===== config.mk =====
export PLATFORM = sky130hd
export DESIGN_NAME = dac_uart_cmd_fsm
export DESIGN_NICKNAME = d
export VERILOG_FILES = /design/src/rtl/dac_uart_cmd_fsm_pkg.sv /design/src/rtl/dac_uart_cmd_fsm_cmd_timeout_ctr.sv /design/src/rtl/dac_uart_cmd_fsm.sv
export SDC_FILE = /design/constraint.sdc
export NUM_CORES = 1
export LEC_CHECK = 0
export ABC_AREA = 1
export CORE_ASPECT_RATIO = 0.7
export CORE_MARGIN = 4
export CORE_UTILIZATION = 50
export CTS_CLUSTER_SIZE = 10
export DETAILED_ROUTE_END_ITERATION = 10
export DONT_BUFFER_PORTS = 1
export PLACE_DENSITY_LB_ADDON = 0.25
export SLEW_MARGIN = 20
export SYNTH_ARGS = -nofsm -noshare
export SYNTH_HDL_FRONTEND = slang
export SYNTH_HIERARCHICAL = 1
export SYNTH_SLANG_ARGS = --single-unit

===== constraint.sdc =====
create_clock -name clk -period 4.7 [get_ports clk]
set_clock_uncertainty 0.1 [all_clocks]
set_input_delay 0.94 -clock clk [delete_from_list [all_inputs] [get_ports clk]]
set_output_delay 0.94 -clock clk [all_outputs]
set_load 0.005 [all_outputs]

===== src/rtl/dac_uart_cmd_fsm_pkg.sv =====
// dac_uart_cmd_fsm_pkg: shared state encoding and ASCII reply constants for the UART-to-I2C DAC command block.
package dac_uart_cmd_fsm_pkg;
  typedef enum logic [2:0] {
    IDLE, GET_CH, GET_BITS, WAIT_IDLE, LOAD, WAIT_BUSY, WAIT_DONE, REPLY
  } state_t;
  localparam logic [7:0] ASCII_0 = 8'd48;
  localparam logic [7:0] ASCII_1 = 8'd49;
  localparam logic [7:0] ASCII_A = 8'd65;
  localparam logic [7:0] ASCII_N = 8'd78;
  localparam logic [7:0] ASCII_T = 8'd84;
  function automatic logic is_wait(input state_t s);
    return s inside {WAIT_IDLE, WAIT_BUSY, WAIT_DONE};
  endfunction
endpackage


===== src/rtl/dac_uart_cmd_fsm_cmd_timeout_ctr.sv =====
// cmd_timeout_ctr: loadable saturating down-counter; expired is high once the count reaches zero.
module cmd_timeout_ctr #(
  parameter int WIDTH = 10,
  parameter logic [WIDTH-1:0] LOAD_VAL = '0
) (
  input  logic clk,
  input  logic rst,
  input  logic load,
  input  logic en,
  output logic expired
);
  logic [WIDTH-1:0] cnt;
  always_ff @(posedge clk) begin
    if (rst) cnt <= '0;
    else if (load) cnt <= LOAD_VAL;
    else if (en && cnt != '0) cnt <= cnt - WIDTH'(1);
  end
  assign expired = cnt == '0;
endmodule


===== src/rtl/dac_uart_cmd_fsm.sv =====
// dac_uart_cmd_fsm: parses "V<ch><bits>" UART commands, writes the code to a DAC over I2C and replies A/N/T.
module dac_uart_cmd_fsm
  import dac_uart_cmd_fsm_pkg::*;
#(
  parameter int DAC_BITS = 10,
  parameter int LSB_PAD = 2,
  parameter int NUM_CH = 4,
  parameter logic [6:0] BASE_ADDR = 7'h0D,
  parameter logic [7:0] CMD_CHAR = 8'd86,
  parameter int TIMEOUT = 1023
) (
  input  logic        clk,
  input  logic        rst,
  input  logic [7:0]  UART_Rx,
  input  logic        UART_DataReady,
  output logic [7:0]  UART_Tx,
  output logic        UART_TxValid,
  output logic [6:0]  I2Caddr,
  output logic [15:0] I2Cdata,
  output logic        I2Cbytes,
  output logic        I2Cr_w,
  output logic        I2C_load,
  input  logic        I2CBusy,
  input  logic        I2CDataReady
);
  localparam int CW = NUM_CH > 1 ? $clog2(NUM_CH) : 1;
  localparam int BW = $clog2(DAC_BITS + 1);
  localparam int TW = $clog2(TIMEOUT + 1);
  localparam logic [7:0] CH_END = 8'(ASCII_0 + NUM_CH);
  state_t state, next;
  logic [CW-1:0] channel;
  logic [BW-1:0] bit_cnt;
  logic [DAC_BITS-1:0] sr;
  logic [7:0] reply;
  logic [NUM_CH-1:0][DAC_BITS-1:0] shadow;
  logic expired, ch_ok, bit_ok, last_bit, done_ok, unused;
  assign ch_ok = UART_Rx >= ASCII_0 && UART_Rx < CH_END && UART_Rx != CMD_CHAR;
  assign bit_ok = (UART_Rx == ASCII_0 || UART_Rx == ASCII_1) && UART_Rx != CMD_CHAR;
  assign last_bit = bit_cnt == BW'(DAC_BITS - 1);
  assign done_ok = state == WAIT_DONE && !I2CBusy;
  cmd_timeout_ctr #(.WIDTH(TW), .LOAD_VAL(TW'(TIMEOUT - 1))) u_timeout (
    .clk(clk),
    .rst(rst),
    .load(is_wait(next) && next != state),
    .en(is_wait(state)),
    .expired(expired)
  );
  always_ff @(posedge clk) state <= rst ? IDLE : next;
  always_comb begin
    next = state;
    case (state)
      IDLE:      next = UART_DataReady && UART_Rx == CMD_CHAR ? GET_CH : IDLE;
      GET_CH:    next = !UART_DataReady ? GET_CH : ch_ok ? GET_BITS : REPLY;
      GET_BITS:  next = !UART_DataReady ? GET_BITS : !bit_ok ? REPLY : last_bit ? WAIT_IDLE : GET_BITS;
      WAIT_IDLE: next = !I2CBusy ? LOAD : expired ? REPLY : WAIT_IDLE;
      LOAD:      next = WAIT_BUSY;
      WAIT_BUSY: next = I2CBusy ? WAIT_DONE : expired ? REPLY : WAIT_BUSY;
      WAIT_DONE: next = !I2CBusy || expired ? REPLY : WAIT_DONE;
      default:   next = IDLE;
    endcase
  end
  // channel and code stay frozen outside GET_CH/GET_BITS, which keeps the I2C word stable through the transfer
  always_ff @(posedge clk) begin
    if (rst) begin
      channel <= '0;
      bit_cnt <= '0;
      sr <= '0;
      reply <= '0;
      shadow <= '0;
    end else begin
      if (state == GET_CH && UART_DataReady && ch_ok) begin
        channel <= CW'(UART_Rx - ASCII_0);
        bit_cnt <= '0;
        sr <= '0;
      end
      if (state == GET_BITS && UART_DataReady && bit_ok) begin
        sr <= DAC_BITS'({sr, UART_Rx[0]});
        bit_cnt <= bit_cnt + BW'(1);
      end
      if (done_ok) shadow[channel] <= sr;
      if (next == REPLY && state != REPLY) reply <= done_ok ? ASCII_A : is_wait(state) ? ASCII_T : ASCII_N;
    end
  end
  always_comb begin
    UART_TxValid = state == REPLY;
    UART_Tx = state == REPLY ? reply : 8'd0;
    I2C_load = state == LOAD;
  end
  assign I2Caddr = BASE_ADDR + 7'(channel);
  assign I2Cdata = 16'(sr) << LSB_PAD;
  assign I2Cbytes = 1'b1;
  assign I2Cr_w = 1'b0;
  // shadow is internal-only state and the I2C data-ready flag is not needed by this block
  assign unused = ^{I2CDataReady, shadow};
endmodule


## After elaboration in Yosys (flattened, before gate mapping)

Index checks and enable logic that the tools add are counted.

- $add $sub $neg: 4
- Order comparisons: 2
- Equal/unequal tests: 18
- Muxes and demuxes: 21
- Reduce and logical (&&, ||, !) cells: 23

Operators with widths:

| cell | count |
|---|---|
| two-way mux 10 bit | 4 |
| == test 3 bit (second input constant) | 7 |
| case mux 3 bit (7 select lines) | 1 |
| two-way mux 3 bit | 6 |
| == test 8 x 6 -> 1 bit (second input constant) | 2 |
| logical AND 1 bit | 12 |
| logical NOT 10 bit | 1 |
| two-way mux 5 bit | 2 |
| nonzero test 10 bit | 1 |
| subtractor 10 x 1 -> 10 bit (second input constant) | 1 |
| == test 3 x 2 -> 1 bit (second input constant) | 3 |
| == test 8 x 7 -> 1 bit (second input constant) | 1 |
| >= comparator 8 x 6 -> 1 bit (second input constant) | 1 |
| < comparator 8 x 6 -> 1 bit (second input constant) | 1 |
| two-way mux 4 bit | 2 |
| two-way mux 8 bit | 1 |
| != test 8 x 7 -> 1 bit (second input constant) | 1 |
| nonzero test 3 bit | 2 |
| adder 4 x 2 -> 5 bit (first input constant) | 1 |
| adder 4 x 1 -> 4 bit (second input constant) | 1 |
| == test 4 bit (second input constant) | 1 |
| two-way mux 2 bit | 2 |
| nonzero test 2 bit | 2 |
| == test 3 x 1 -> 1 bit (second input constant) | 1 |
| other kinds (8) | 11 |

- Flip-flop bits (word level): 37
- Bits of input ports: 13
- Output and inout bits: 35

## Depth between registers and ports, before layout

Gate-level depths: netlist of run 1.

- Depth in word-level cells: 10
- Gate-level depth with buffers: 22
- Mapped depth without buffers: 21

## By module

Netlist of run 1, hierarchy kept.

By module, submodules not included:

| module | times used | cells an instance | area an instance (sq um) | seq. area each (sq um) |
|---|---|---|---|---|
| dac_uart_cmd_fsm | 1 | 218 | 1510.2 | 480.5 |
| cmd_timeout_ctr | 1 | 101 | 659.4 | 200.2 |

## Least setup slack after synthesis of run 1

No wires, ideal clock.

- Kind: in2reg
- Start point: in UART_Rx[6]
- End point: reg u_timeout.cnt[4]
- Data arrival time: 2212 ps
- Required time: 4489 ps
- Path slack: 2277 ps
- Stages on the path: 14
- Buffers on the path: 0
- Cells stage by stage: nor2_1 -> nand4_1 -> nand2_1 -> nand2_1 -> inv_2 -> nand2_4 -> nand3_4 -> nand3_2 -> nor2_2 -> inv_2 -> nand2_2 -> nor2_1 -> nor2_1 -> nor2_1

- Word-level cells in the longest chain between the ends: 10
- Elaborated cells on any way between the ends: 25

Ends and longest elaborated chain:

| element | RTL line | source |
|---|---|---|
| start: declaration | dac_uart_cmd_fsm.sv:14 | `input logic [7:0] UART_Rx,` |
| >= comparator 8 x 6 -> 1 bit (tied with other cells) | dac_uart_cmd_fsm.sv:37 | `assign ch_ok = UART_Rx >= ASCII_0 && UART_Rx < CH_END && UART_Rx != CMD_CHAR;` |
| logical AND 1 bit / logical OR 1 bit (equally long branches) | dac_uart_cmd_fsm.sv:37, dac_uart_cmd_fsm.sv:38 |  |
| logical AND 1 bit, on equally long branches | dac_uart_cmd_fsm.sv:37, dac_uart_cmd_fsm.sv:38 |  |
| two-way mux 3 bit, on equally long branches (2 in a row) | dac_uart_cmd_fsm.sv:53, dac_uart_cmd_fsm.sv:54 |  |
| case mux 3 bit (7 select lines) * | dac_uart_cmd_fsm.sv:51 | `case (state)` |
| == test 3 x 2 -> 1 bit / == test 3 bit (equally long branches) | dac_uart_cmd_fsm_pkg.sv:12 | `return s inside {WAIT_IDLE, WAIT_BUSY, WAIT_DONE};` |
| nonzero test 3 bit | dac_uart_cmd_fsm_pkg.sv:12 |  |
| logical AND 1 bit * | dac_uart_cmd_fsm.sv:44 | `.load(is_wait(next) && next != state),` |
| two-way mux 10 bit / nonzero test 2 bit (equally long branches) | -- |  |
| end signal: assignment | dac_uart_cmd_fsm_cmd_timeout_ctr.sv:16 | `else if (en && cnt != '0) cnt <= cnt - WIDTH'(1);` |
| end: declaration | dac_uart_cmd_fsm_cmd_timeout_ctr.sv:12 | `logic [WIDTH-1:0] cnt;` |

Mark *: on every way between the ends. The rest lies on a longest branch, timed or not.
A chain may end at the register's enable or synchronous reset.

## Final worst setup path of run 1

- Start point: reg u_timeout.cnt[1]
- End point: reg u_timeout.cnt[3]

- Word-level cells in the longest chain between the ends: 8
- Elaborated cells on any way between the ends: 20

Ends and longest elaborated chain:

| element | RTL line | source |
|---|---|---|
| logical NOT 10 bit * | dac_uart_cmd_fsm_cmd_timeout_ctr.sv:18 | `assign expired = cnt == '0;` |
| named net expired | dac_uart_cmd_fsm.sv:36 | `logic expired, ch_ok, bit_ok, last_bit, done_ok, unused;` |
| two-way mux 2 bit (tied with other cells) (2 in a row) | dac_uart_cmd_fsm.sv:57 | `WAIT_BUSY: next = I2CBusy ? WAIT_DONE : expired ? REPLY : WAIT_BUSY;` |
| case mux 3 bit (7 select lines) * | dac_uart_cmd_fsm.sv:51 |  |
| == test 3 x 2 -> 1 bit / == test 3 bit (equally long branches) | dac_uart_cmd_fsm_pkg.sv:12 |  |
| nonzero test 3 bit | dac_uart_cmd_fsm_pkg.sv:12 |  |
| logical AND 1 bit * | dac_uart_cmd_fsm.sv:44 |  |
| two-way mux 10 bit / nonzero test 2 bit (equally long branches) | -- |  |

The timed path passes the listed nets; every way through them passes the cells marked *. The select of a mux whose other input is x is not followed.

==> results of run 1 <==
-- through the flow --
stage	worst slack, ns	util, %	total power, uW	std cells	area, um^2
after floorplan	2.28	-	505	329	2210
after global placement	2.05	52.5	520	360	2120
after detailed placement	2.02	52.5	524	360	2120
after CTS	2.13	54.9	750	368	2220
after global routing	1.89	54.9	792	368	2220
final	2.15	54.9	745	368	2220
-- metal layers --
metal	up-vias	share of wire (%)	GRT usage, %
li1	958	-	-
met2	66	38	22.2
met1	783	52	24.0
met4	0	0.54	3.50
met3	2	9.2	5.21
met5	-	0	0
-- layout by cell type, fill, tap and decap left out --
cell type	synthesis	final
sky130_fd_sc_hd__inv_1	40	40
sky130_fd_sc_hd__ha_1	4	4
sky130_fd_sc_hd__nand2_4	4	4
sky130_fd_sc_hd__nand3_1	15	15
sky130_fd_sc_hd__conb_1	2	12
sky130_fd_sc_hd__nand2_1	65	65
sky130_fd_sc_hd__clkbuf_8	0	6
sky130_fd_sc_hd__o21ai_0	4	4
sky130_fd_sc_hd__a211oi_1	1	1
sky130_fd_sc_hd__o21ai_1	6	6
sky130_fd_sc_hd__nor2_1	39	39
sky130_fd_sc_hd__nand4_1	11	11
sky130_fd_sc_hd__clkinv_2	0	1
sky130_fd_sc_hd__nand2_2	10	10
sky130_fd_sc_hd__nand3_2	6	6
sky130_fd_sc_hd__nor2_4	7	7
sky130_fd_sc_hd__clkinv_1	1	1
sky130_fd_sc_hd__dfxtp_1	34	34
sky130_fd_sc_hd__a21oi_2	4	4
sky130_fd_sc_hd__xor2_1	5	5
sky130_fd_sc_hd__o21bai_1	1	1
sky130_fd_sc_hd__a21oi_1	20	20
sky130_fd_sc_hd__clkinvlp_4	0	1
sky130_fd_sc_hd__nor3_2	1	1
sky130_fd_sc_hd__inv_2	12	12
sky130_fd_sc_hd__or2_1	1	1
sky130_fd_sc_hd__nand3_4	1	1
sky130_fd_sc_hd__nor2_2	4	4
-- power breakdown --
part | switching (uW) | internal (uW)
combinational | 139 | 62.1
clock | 108 | 118
sequential | 18.1 | 299
total | 265 | 479
-- layout make-up --
class | count | share of cell area, %
flip-flops and latches | 34 | 30.7
inverters | 53 | 8.97
well taps | 52 | 2.93
multi-input cells | 221 | 53.1
clock inverters | 2 | 0.564
clock buffers | 6 | 3.72
-- cells by family after synthesis --
logic type / Yosys count / synth area share (%)
AOI/OAI and AO/OA: 36 / 9.23
adders and majority gates: 4 / 2.31
buffers and inverters: 74 / 16.0
xor gates and xnor gates: 5 / 2.02
and+or+nand+nor: 164 / 38.7
DFF: 34 / 31.4
other: 2 / 0.346
-- critical path, stage by stage, from the launching register on --
cell	delay, ns
sky130_fd_sc_hd__dfxtp_1	0.36
sky130_fd_sc_hd__inv_1	0.05
sky130_fd_sc_hd__ha_1	0.20
sky130_fd_sc_hd__nand2_2	0.12
sky130_fd_sc_hd__nor2_4	0.07
sky130_fd_sc_hd__nand2_4	0.16
sky130_fd_sc_hd__inv_2	0.05
sky130_fd_sc_hd__nor2_1	0.14
sky130_fd_sc_hd__nor2_1	0.10
sky130_fd_sc_hd__nor2_4	0.08
sky130_fd_sc_hd__nand2_2	0.07
sky130_fd_sc_hd__nor2_4	0.13
sky130_fd_sc_hd__nand2_4	0.09
sky130_fd_sc_hd__nand2_1	0.07
sky130_fd_sc_hd__nand2_1	0.05
sky130_fd_sc_hd__nor2_1	0.12
sky130_fd_sc_hd__nor2_2	0.07
sky130_fd_sc_hd__inv_2	0.16
sky130_fd_sc_hd__nand2_2	0.08
sky130_fd_sc_hd__nor2_1	0.09
sky130_fd_sc_hd__nor2_1	0.05
sky130_fd_sc_hd__nor2_1	0.07
-- cells in the mapped netlist --
cell,number,area (um^2)
sky130_fd_sc_hd__nand2_1,65,244
sky130_fd_sc_hd__inv_1,40,150
sky130_fd_sc_hd__nor2_1,39,146
sky130_fd_sc_hd__dfxtp_1,34,681
sky130_fd_sc_hd__a21oi_1,20,100
sky130_fd_sc_hd__buf_4,16,120
sky130_fd_sc_hd__nand3_1,15,75.1
sky130_fd_sc_hd__inv_2,12,45.0
sky130_fd_sc_hd__nand4_1,11,68.8
sky130_fd_sc_hd__nand2_2,10,62.6
sky130_fd_sc_hd__nor2_4,7,78.8
sky130_fd_sc_hd__nand3_2,6,60.1
sky130_fd_sc_hd__o21ai_1,6,30.0
sky130_fd_sc_hd__xor2_1,5,43.8
sky130_fd_sc_hd__a21oi_2,4,35.0
sky130_fd_sc_hd__ha_1,4,50.1
sky130_fd_sc_hd__nand2_4,4,45.0
sky130_fd_sc_hd__nor2_2,4,25.0
sky130_fd_sc_hd__o21ai_0,4,20.0
sky130_fd_sc_hd__buf_2,2,10.0
sky130_fd_sc_hd__clkbuf_1,2,7.51
sky130_fd_sc_hd__conb_1,2,7.51
sky130_fd_sc_hd__a211oi_1,1,7.51
sky130_fd_sc_hd__buf_6,1,11.3
sky130_fd_sc_hd__clkinv_1,1,3.75
sky130_fd_sc_hd__nand3_4,1,17.5
sky130_fd_sc_hd__nor3_2,1,10.0
sky130_fd_sc_hd__o21bai_1,1,7.51
sky130_fd_sc_hd__or2_1,1,6.26
-- worst max-delay path by stage --
| stage | from | endpoint | slack [ns] |
|---|---|---|---|
| 2_1_floorplan | UART_Rx[6] | u_timeout/cnt[4] | 2.28 |
| 3_3_place_gp | UART_Rx[3] | u_timeout/cnt[3] | 2.05 |
| 6_report | u_timeout/cnt[1] | u_timeout/cnt[3] | 2.15 |
| 4_1_cts | u_timeout/cnt[1] | u_timeout/cnt[3] | 2.13 |
| 3_5_place_dp | UART_Rx[3] | u_timeout/cnt[3] | 2.02 |
| 5_1_grt | u_timeout/cnt[1] | u_timeout/cnt[3] | 1.89 |
-- registers in the layout (all words and copies together), names as in the netlist --
register,cells
bit_cnt,4
channel,2
reply,5
sr,10
state,3
u_timeout/cnt,10
==> metrics.md, run 1 <==
| Metric | Value |
|---|---|
| Worst-case register-to-register setup slack | `2.15 ns` |
| Mean routed wirelength per cell | `11.6 um` |
| CTS tree | `built` |
| Wire length reported by the detailed router | `4260 um` |
| Worst-Margin Slew | `0.543 ns` |
| Beginning of the worst register-to-register path | `u_timeout/cnt[1]` |
| Total of warnings raised by yosys | `6` |
| Startpoint of the worst hold path | `reply[6]` |
| Avg Synthesized Cell Area | `6.80 um^2` |
| TritonCTS Buffers | `5` |
| Depth of the most critical reg-to-reg path | `21` |
| Final min period | `2.55 ns` |
| Drc violations | `0` |
| Worst hold stages | `2` |
| Fin crit share | `54.2%` |
| Fill cell instance count of the final layout | `385` |
| Area of combinational cells with multiple inputs | `1180 um^2` |
| Final setup violation count | `0` |
| CP endpoint kind | `flip-flop` |
| Max Slew Vio Count | `0` |
| Leakage | `0.000999 uW` |
| TNS Setup | `0 ns` |
| Router iterations before antenna repair | `4` |
| Setup CP Type | `reg2reg` |
| Hold Slack | `0.354 ns` |
| Area of the mapped netlist | `2170 um^2` |
| Number of buffers on the longest clock path | `2` |
| Final weighted congestion in routability-driven placement | `0.858` |
| Number of top-level design ports | `48` |
| # Post-CTS Setup Buffers | `0` |
| Endpoints failing hold | `0` |
| Register bit count reported by yosys | `34` |
| Number of global-route vias before repair | `1601` |
| Count of buffers from port buffering | `0` |
| CP Data Arrival Time | `2.67 ns` |
| Initial antenna violation count | `0` |
| Effective utilization at floorplan | `53.7%` |
| Peak supply drop | `0.255 mV` |
| Clock transition time at the flip-flop clock pins of the worst setup and hold paths | `0.08 ns` |
| Count of distinct cell types in the synthesized netlist | `29` |
| Placed wire-length estimate after detailed placement | `3230 um` |
| Outcome | `complete, no violations` |
| Sink count of the clock tree | `34` |
| # rows | `19` |
| Area of the die | `5470 um^2` |
| First-pass GRT wire length | `7180 um` |
| CTS H-Tree Depth | `2` |
| Crit Reg-Reg Endpoint | `u_timeout/cnt[3]` |
| Register area share after synthesis | `31.4%` |
| All-Layer GR Usage | `16.1%` |
| Final global-route overflow total | `0` |
| Seq. cell area | `681 um^2` |
| Die span in x | `86.7 um` |
| Required @ worst endpoint | `4.83 ns` |
| Cell at the root of the clock tree | `sky130_fd_sc_hd__clkbuf_8` |
| Nature of the critical path startpoint | `flip-flop` |
| Die Y-Extent | `63.1 um` |
| Resized Gates After CTS | `0` |
| Max FO, Critical Path | `12` |
| Worst min-delay path category | `reg2reg` |
| Hold worst-path end | `reply[6]` |
| Area grow syn2layout | `2.25%` |
| Maximum number of pins on one net before global-route repair | `29` |
| Fraction of final layout cells sized beyond drive strength 1 | `18.0%` |
| Worst-Skew Late Latency | `0.28 ns` |
| Remaining antenna violation count after routing | `0` |
| Post-CTS Hold Fix Bufs | `0` |
| Number of instances in the synthesized netlist | `319` |
| Total inserted antenna cells | `0` |
| Fmax | `393 MHz` |
| Starting DRT DRC Count | `94` |
| Pwr dens | `336 nW/um^2` |
| Relative slew slack | `63.7%` |
| RSZ-0062 raised after global routing | `no` |
| Ratio of routed vias to standard cells | `4.92` |
| Total via count after detailed routing | `1809` |
| Placeable core area | `4040 um^2` |
| Max-Cap Viols | `0` |
| Final net count | `332` |
Note: power is estimated with default switching activity, not from simulation.
==> inputs of run 2 (changes only) <==
==> constraint.sdc (replaced) <==
create_clock -name clk -period 2.5 [get_ports clk]
set_clock_uncertainty 0.1 [all_clocks]
set_input_delay 0.5 -clock clk [delete_from_list [all_inputs] [get_ports clk]]
set_output_delay 0.5 -clock clk [all_outputs]
set_load 0.005 [all_outputs]
==> metrics.md, run 2 (same netlist as run 1, synthesis figures left out) <==
| Metric | Value |
|---|---|
| Die span in x | `86.7 um (unchanged)` |
| Worst-case register-to-register setup slack | `0.16 ns (-2.00 ns)` |
| Number of global-route vias before repair | `1627 (+1.6%)` |
| Final net count | `336 (+1.2%)` |
| Number of buffers on the longest clock path | `2 (unchanged)` |
| Max Slew Vio Count | `0 (unchanged)` |
| CP Data Arrival Time | `2.43 ns (-0.24 ns)` |
| Total via count after detailed routing | `1852 (+2.4%)` |
| Cell at the root of the clock tree | `sky130_fd_sc_hd__clkbuf_8` |
| Starting DRT DRC Count | `80 (-15%)` |
| Fin crit share | `93.7% (+40 points)` |
| CP endpoint kind | `flip-flop` |
| Total inserted antenna cells | `0 (unchanged)` |
| Post-CTS Hold Fix Bufs | `0 (unchanged)` |
| Maximum number of pins on one net before global-route repair | `29 (unchanged)` |
| Largest registers | `sr x10, u_timeout/cnt x10, reply x5` |
| Final min period | `2.34 ns (-0.205 ns)` |
| Effective utilization at floorplan | `53.7% (unchanged)` |
| Slack of the critical path | `0.158 ns (-2.00 ns)` |
| Outcome | `complete, no violations` |
| Pwr dens | `631 nW/um^2 (+88%)` |
| Area grow syn2layout | `4.44%` |
| Peak supply drop | `0.345 mV (+35%)` |
| Final weighted congestion in routability-driven placement | `0.810 (-5.6%)` |
| CTS H-Tree Depth | `2 (unchanged)` |
| Router iterations before antenna repair | `4 (unchanged)` |
| Largest stage delay on the critical path | `0.31 ns (-0.05 ns)` |
| Mean routed wirelength per cell | `12.2 um (+4.9%)` |
| Final global-route overflow total | `0 (unchanged)` |
| All-Layer GR Usage | `17.4% (+1.3 points)` |
| Crit path cell chain | `inv_2 > ha_2 > nand2_2 > nor2_4 > nand2_4 > inv_2 > nor2_2 > nor2_2 > nor2_4 > nand2_2 > nor2_4 > nand2_4 > nand2_1 > nand2_1 > nand3_2 > nor2_4 > clkinv_4 > nand2_2 > nor2_1 > nor2_1 > nor2_1` |
| Relative slew slack | `64.7% (+0.98 points)` |
| Max FO, Critical Path | `10 (-2)` |
| Required @ worst endpoint | `2.59 ns (-2.24 ns)` |
| Area of the die | `5470 um^2 (unchanged)` |
| Fmax | `427 MHz (+8.7%)` |
| Worst min-delay path category | `in2reg` |
| Leading cell type in the layout, fill and taps excluded | `sky130_fd_sc_hd__nand2_1` |
| Leakage | `0.00102 uW (+2.1%)` |
| Clock transition time at the flip-flop clock pins of the worst setup and hold paths | `0.07 ns (about the same)` |
| Post-place setup slack | `0.0999 ns (-1.92 ns)` |
| Max-Cap Viols | `0 (unchanged)` |
| Critical path's top delay family | `simple AND/OR/NAND/NOR gates` |
| Worst-Skew Late Latency | `0.29 ns (about the same)` |
| Wire length reported by the detailed router | `4520 um (+6.0%)` |
| First-pass GRT wire length | `7580 um (+5.6%)` |
| Sink count of the clock tree | `34 (unchanged)` |
| Fraction of final layout cells sized beyond drive strength 1 | `20.3% (+2.3 points)` |
| Placeable core area | `4040 um^2 (unchanged)` |
| Count of buffers from port buffering | `0 (unchanged)` |
| Worst-Margin Slew | `0.529 ns (-0.0147 ns)` |
| Buf/Inv on CP | `3 (unchanged)` |
| Commonest cells after routing, fill and taps aside | `sky130_fd_sc_hd__nand2_1 (65), sky130_fd_sc_hd__inv_1 (40), sky130_fd_sc_hd__nor2_1 (36)` |
| Placed wire-length estimate after detailed placement | `3350 um (+3.7%)` |
| Cell with the biggest individual delay on the critical path | `sky130_fd_sc_hd__dfxtp_1` |
| Setup CP Type | `reg2reg` |
| Initial antenna violation count | `0 (unchanged)` |
| Drc violations | `0 (unchanged)` |
| # rows | `19 (unchanged)` |
| Ratio of routed vias to standard cells | `4.98 (+1.3%)` |
| TritonCTS Buffers | `5 (unchanged)` |
| End-of-flow core utilization | `56.1% (+1.2 points)` |
| Endpoints failing hold | `0 (unchanged)` |
| Number of top-level design ports | `48 (unchanged)` |
| Die Y-Extent | `63.1 um (unchanged)` |
| CP most frequent cell | `sky130_fd_sc_hd__nor2_4` |
| Nature of the critical path startpoint | `flip-flop` |
| Fill cell instance count of the final layout | `418 (+8.6%)` |
| Final setup violation count | `0 (unchanged)` |
| CTS tree | `built` |
| Remaining antenna violation count after routing | `0 (unchanged)` |
==> run 2: cell count changes in the layout (fill, tap and decap cells not counted), sizes merged <==
cell      delta
buf          +4
clkbuf       +1
clkinv       +1
clkinvlp     -1
inv          -1
==> run 2: per-stage QoR <==
step | cell area [um^2] | TNS, ns | std cells | hold slack [ns] | total power, uW
2_1_floorplan | 2210 | 0 | 329 | 0.336 | 950
3_3_place_gp | 2140 | 0 | 362 | 0.344 | 980
3_5_place_dp | 2140 | 0 | 362 | 0.346 | 987
4_1_cts | 2230 | 0 | 370 | 0.154 | 1420
5_1_grt | 2270 | -0.0263 | 372 | 0.147 | 1510
6_report | 2270 | 0 | 372 | 0.167 | 1430
==> run 2: timing repair <==
action | in CTS | in global routing
setup buffers | 0 | 2
resized for setup | 0 | 8
hold endpoints to repair | 0 | 0
setup endpoints to repair | 0 | 9
==> run 2: final cells by class <==
type                            instances  area [um^2]  share of cell area (%)
Clock buffer                            7         86.3                    3.81
Tap cell                               52         65.1                    2.87
Multi-Input combinational cell        221         1190                    52.7
Sequential cell                        34          682                    30.1
Inverter                               53          204                    9.00
Clock inverter                          1         5.00                   0.221
Timing Repair Buffer                    4         30.0                    1.33
==> run 2: per-layer routing <==
metal / track usage (%) / vias up / share of wire (%)
met5: 0 / - / 0
met4: 4.67 / 0 / 1.3
met3: 6.51 / 8 / 7.8
met2: 23.4 / 50 / 40
met1: 25.6 / 835 / 51
li1: - / 959 / -
==> run 2: power by group <==
part           switching (uW)  internal (uW)
clock                     204            222
combinational             278            128
sequential               34.8            563
total                     516            913
==> run 2: final timing paths <==
kind | startpoint | end | depth (start not counted)
hold / removal | rst | reply[2] | 1
setup reg to reg | u_timeout/cnt[0] | u_timeout/cnt[4] | 21
setup / recovery | u_timeout/cnt[0] | u_timeout/cnt[4] | 21
hold reg to reg | reply[6] | reply[6] | 2
==> inputs of run 3 (changes only) <==
--- a/config.mk
+++ b/config.mk
@@ -6,7 +6,7 @@
 export NUM_CORES = 1
 export LEC_CHECK = 0
 export ABC_AREA = 1
-export CORE_ASPECT_RATIO = 0.7
+export CORE_ASPECT_RATIO = 1.75
 export CORE_MARGIN = 4
 export CORE_UTILIZATION = 50
 export CTS_CLUSTER_SIZE = 10
==> metrics.md, run 3 (same netlist as run 1, synthesis figures left out) <==
| Metric | Value |
|---|---|
| Nature of the critical path startpoint | `flip-flop` |
| Setup CP Type | `reg2reg` |
| Final setup violation count | `0 (unchanged)` |
| Number of buffers on the longest clock path | `2 (unchanged)` |
| CTS tree | `built` |
| Max FO, Critical Path | `10 (unchanged)` |
| TritonCTS Buffers | `5 (unchanged)` |
| First-pass GRT wire length | `7580 um (unchanged)` |
| Number of top-level design ports | `48 (unchanged)` |
| Ratio of routed vias to standard cells | `4.90 (-1.6%)` |
| Max Slew Vio Count | `0 (unchanged)` |
| Required @ worst endpoint | `2.59 ns (about the same)` |
| Cell at the root of the clock tree | `sky130_fd_sc_hd__clkbuf_8` |
| Drc violations | `0 (unchanged)` |
| Leading cell type in the layout, fill and taps excluded | `sky130_fd_sc_hd__nand2_1` |
| Pwr dens | `700 nW/um^2 (+11%)` |
| Max-Cap Viols | `0 (unchanged)` |
| Hold Slack | `0.178 ns (+0.0114 ns)` |
| Maximum number of pins on one net before global-route repair | `29 (unchanged)` |
| Placed wire-length estimate after detailed placement | `3260 um (-2.6%)` |
| Area grow syn2layout | `5.54%` |
| CP endpoint kind | `flip-flop` |
| Router iterations before antenna repair | `2 (-2)` |
| Endpoints failing hold | `0 (unchanged)` |
| Cell count after placement | `359 (-0.83%)` |
| All-Layer GR Usage | `17.5% (+0.10 points)` |
| Peak supply drop | `0.671 mV (+95%)` |
| Outcome | `complete, no violations` |
| Remaining antenna violation count after routing | `0 (unchanged)` |
| Sink count of the clock tree | `34 (unchanged)` |
| Non-filler cells, final | `368 (-1.1%)` |
| Number of global-route vias before repair | `1805 (+11%)` |
| Post-CTS Hold Fix Bufs | `0 (unchanged)` |
| Commonest cells after routing, fill and taps aside | `sky130_fd_sc_hd__nand2_1 (65), sky130_fd_sc_hd__inv_1 (40), sky130_fd_sc_hd__nor2_1 (36)` |
| Count of buffers from port buffering | `0 (unchanged)` |
| Fraction of final layout cells sized beyond drive strength 1 | `19.7% (-0.56 points)` |
| CTS H-Tree Depth | `2 (unchanged)` |
| Total via count after detailed routing | `1803 (-2.6%)` |
| Fmax | `428 MHz (+0.19%)` |
| Largest registers | `sr x10, u_timeout/cnt x10, reply x5` |
| Final Total Pwr | `1600 uW (+12%)` |
| Die Y-Extent | `95.1 um (+51%)` |
| Initial antenna violation count | `0 (unchanged)` |
| # rows | `31 (+12)` |
| Leakage | `0.00104 uW (+1.6%)` |
| Final net count | `335 (-0.30%)` |
| Relative slew slack | `65.1% (+0.40 points)` |
| Die span in x | `57.8 um (-33%)` |
| Worst-Skew Late Latency | `0.29 ns (about the same)` |
| CP Data Arrival Time | `2.42 ns (about the same)` |
| Effective utilization at floorplan | `52.3% (-1.4 points)` |
| Final global-route overflow total | `0 (unchanged)` |
| Final weighted congestion in routability-driven placement | `0.813 (+0.43%)` |
| Total inserted antenna cells | `0 (unchanged)` |
| Starting DRT DRC Count | `40 (-50%)` |
| Wire length reported by the detailed router | `4300 um (-4.9%)` |
| Worst min-delay path category | `in2reg` |
| Mean routed wirelength per cell | `11.7 um (-3.9%)` |
| Clock transition time at the flip-flop clock pins of the worst setup and hold paths | `0.08 ns (about the same)` |
| Final min period | `2.34 ns (-0.00455 ns)` |
| Worst-Margin Slew | `0.523 ns (-0.00604 ns)` |
| Fin crit share | `93.5% (-0.18 points)` |
| Placeable core area | `4150 um^2 (+2.7%)` |
| Area of the die | `5500 um^2 (+0.46%)` |
| Fill cell instance count of the final layout | `435 (+4.1%)` |
==> run 3: cell types whose count changed in the layout (fill, tap and decap cells not counted) <==
| cell | previous run | this run |
|---|---|---|
| sky130_fd_sc_hd__clkbuf_8 | 6 | 5 |
| sky130_fd_sc_hd__buf_4 | 4 | 3 |
| sky130_fd_sc_hd__nor2_4 | 8 | 7 |
| sky130_fd_sc_hd__ha_2 | 1 | 0 |
| sky130_fd_sc_hd__inv_4 | 0 | 1 |
| sky130_fd_sc_hd__ha_1 | 3 | 4 |
| sky130_fd_sc_hd__clkinv_2 | 1 | 0 |
| sky130_fd_sc_hd__dfxtp_1 | 33 | 34 |
| sky130_fd_sc_hd__dfxtp_2 | 1 | 0 |
| sky130_fd_sc_hd__bufinv_16 | 0 | 2 |
| sky130_fd_sc_hd__nor2_2 | 6 | 7 |
| sky130_fd_sc_hd__clkbuf_1 | 1 | 0 |
==> run 3: area by class of cell <==
type | count | area, um^2 | share of cell area (%)
Clock buffer | 5 | 68.8 | 3.01
Clock inverter | 3 | 68.8 | 3.01
Inverter | 53 | 201 | 8.80
Multi-Input combinational cell | 221 | 1190 | 51.8
Sequential cell | 34 | 681 | 29.7
Tap cell | 49 | 61.3 | 2.68
Timing Repair Buffer | 3 | 22.5 | 0.984
==> run 3: critical path, cell delays in order (launching register included) <==
cell	delay, ns
sky130_fd_sc_hd__dfxtp_1	0.31
sky130_fd_sc_hd__inv_2	0.09
sky130_fd_sc_hd__ha_1	0.18
sky130_fd_sc_hd__nand2_2	0.09
sky130_fd_sc_hd__nor2_4	0.17
sky130_fd_sc_hd__nand2_4	0.06
sky130_fd_sc_hd__inv_2	0.06
sky130_fd_sc_hd__nor2_2	0.04
sky130_fd_sc_hd__nor2_2	0.18
sky130_fd_sc_hd__nor2_4	0.04
sky130_fd_sc_hd__nand2_2	0.08
sky130_fd_sc_hd__nor2_4	0.05
sky130_fd_sc_hd__nand2_4	0.08
sky130_fd_sc_hd__nand2_1	0.05
sky130_fd_sc_hd__nand2_1	0.08
sky130_fd_sc_hd__nor2_2	0.04
sky130_fd_sc_hd__nor2_2	0.16
sky130_fd_sc_hd__inv_4	0.09
sky130_fd_sc_hd__nand2_2	0.08
sky130_fd_sc_hd__nor2_1	0.04
sky130_fd_sc_hd__nor2_1	0.11
sky130_fd_sc_hd__nor2_1	0.05
==> run 3: path summary, 6_finish.rpt <==
path	startpoint	end	cells after the start	slack (ns)
worst max register to register	u_timeout/cnt[0]	u_timeout/cnt[3]	21	0.16
worst min register to register	reply[6]	reply[6]	2	0.35
worst max-delay path	u_timeout/cnt[0]	u_timeout/cnt[3]	21	0.16
worst min-delay path	rst	reply[3]	1	0.18
==> run 3: power by group <==
part           internal [uW]  switching [uW]
clock network            400             214
registers                563            33.2
logic                    126             267
total                   1090             514
==> run 3: per-layer routing <==
metal	routed length, um	GRT usage, %
met5	0	0
met4	106	7.35
met3	156	4.61
met2	2440	33.9
met1	1600	16.7
==> run 3: per-stage QoR <==
stage / setup slack [ns] / util [%] / TNS [ns] / instance area [um^2]
final: 0.162 / 55.2 / 0 / 2290
after global routing: -0.0178 / 55.2 / -0.0437 / 2290
after CTS: 0.0851 / 54.7 / 0 / 2270
after detailed placement: 0.114 / 51.4 / 0 / 2130
after global placement: 0.130 / 51.4 / 0 / 2130
after floorplan: 0.202 / - / 0 / 2210
==> run 3: repair_timing <==
item / CTS / global route
buffers inserted: 0 / 1
resized for setup: 0 / 4
endpoints found under the hold margin: 0 / 0
setup endpoints to repair: 0 / 9
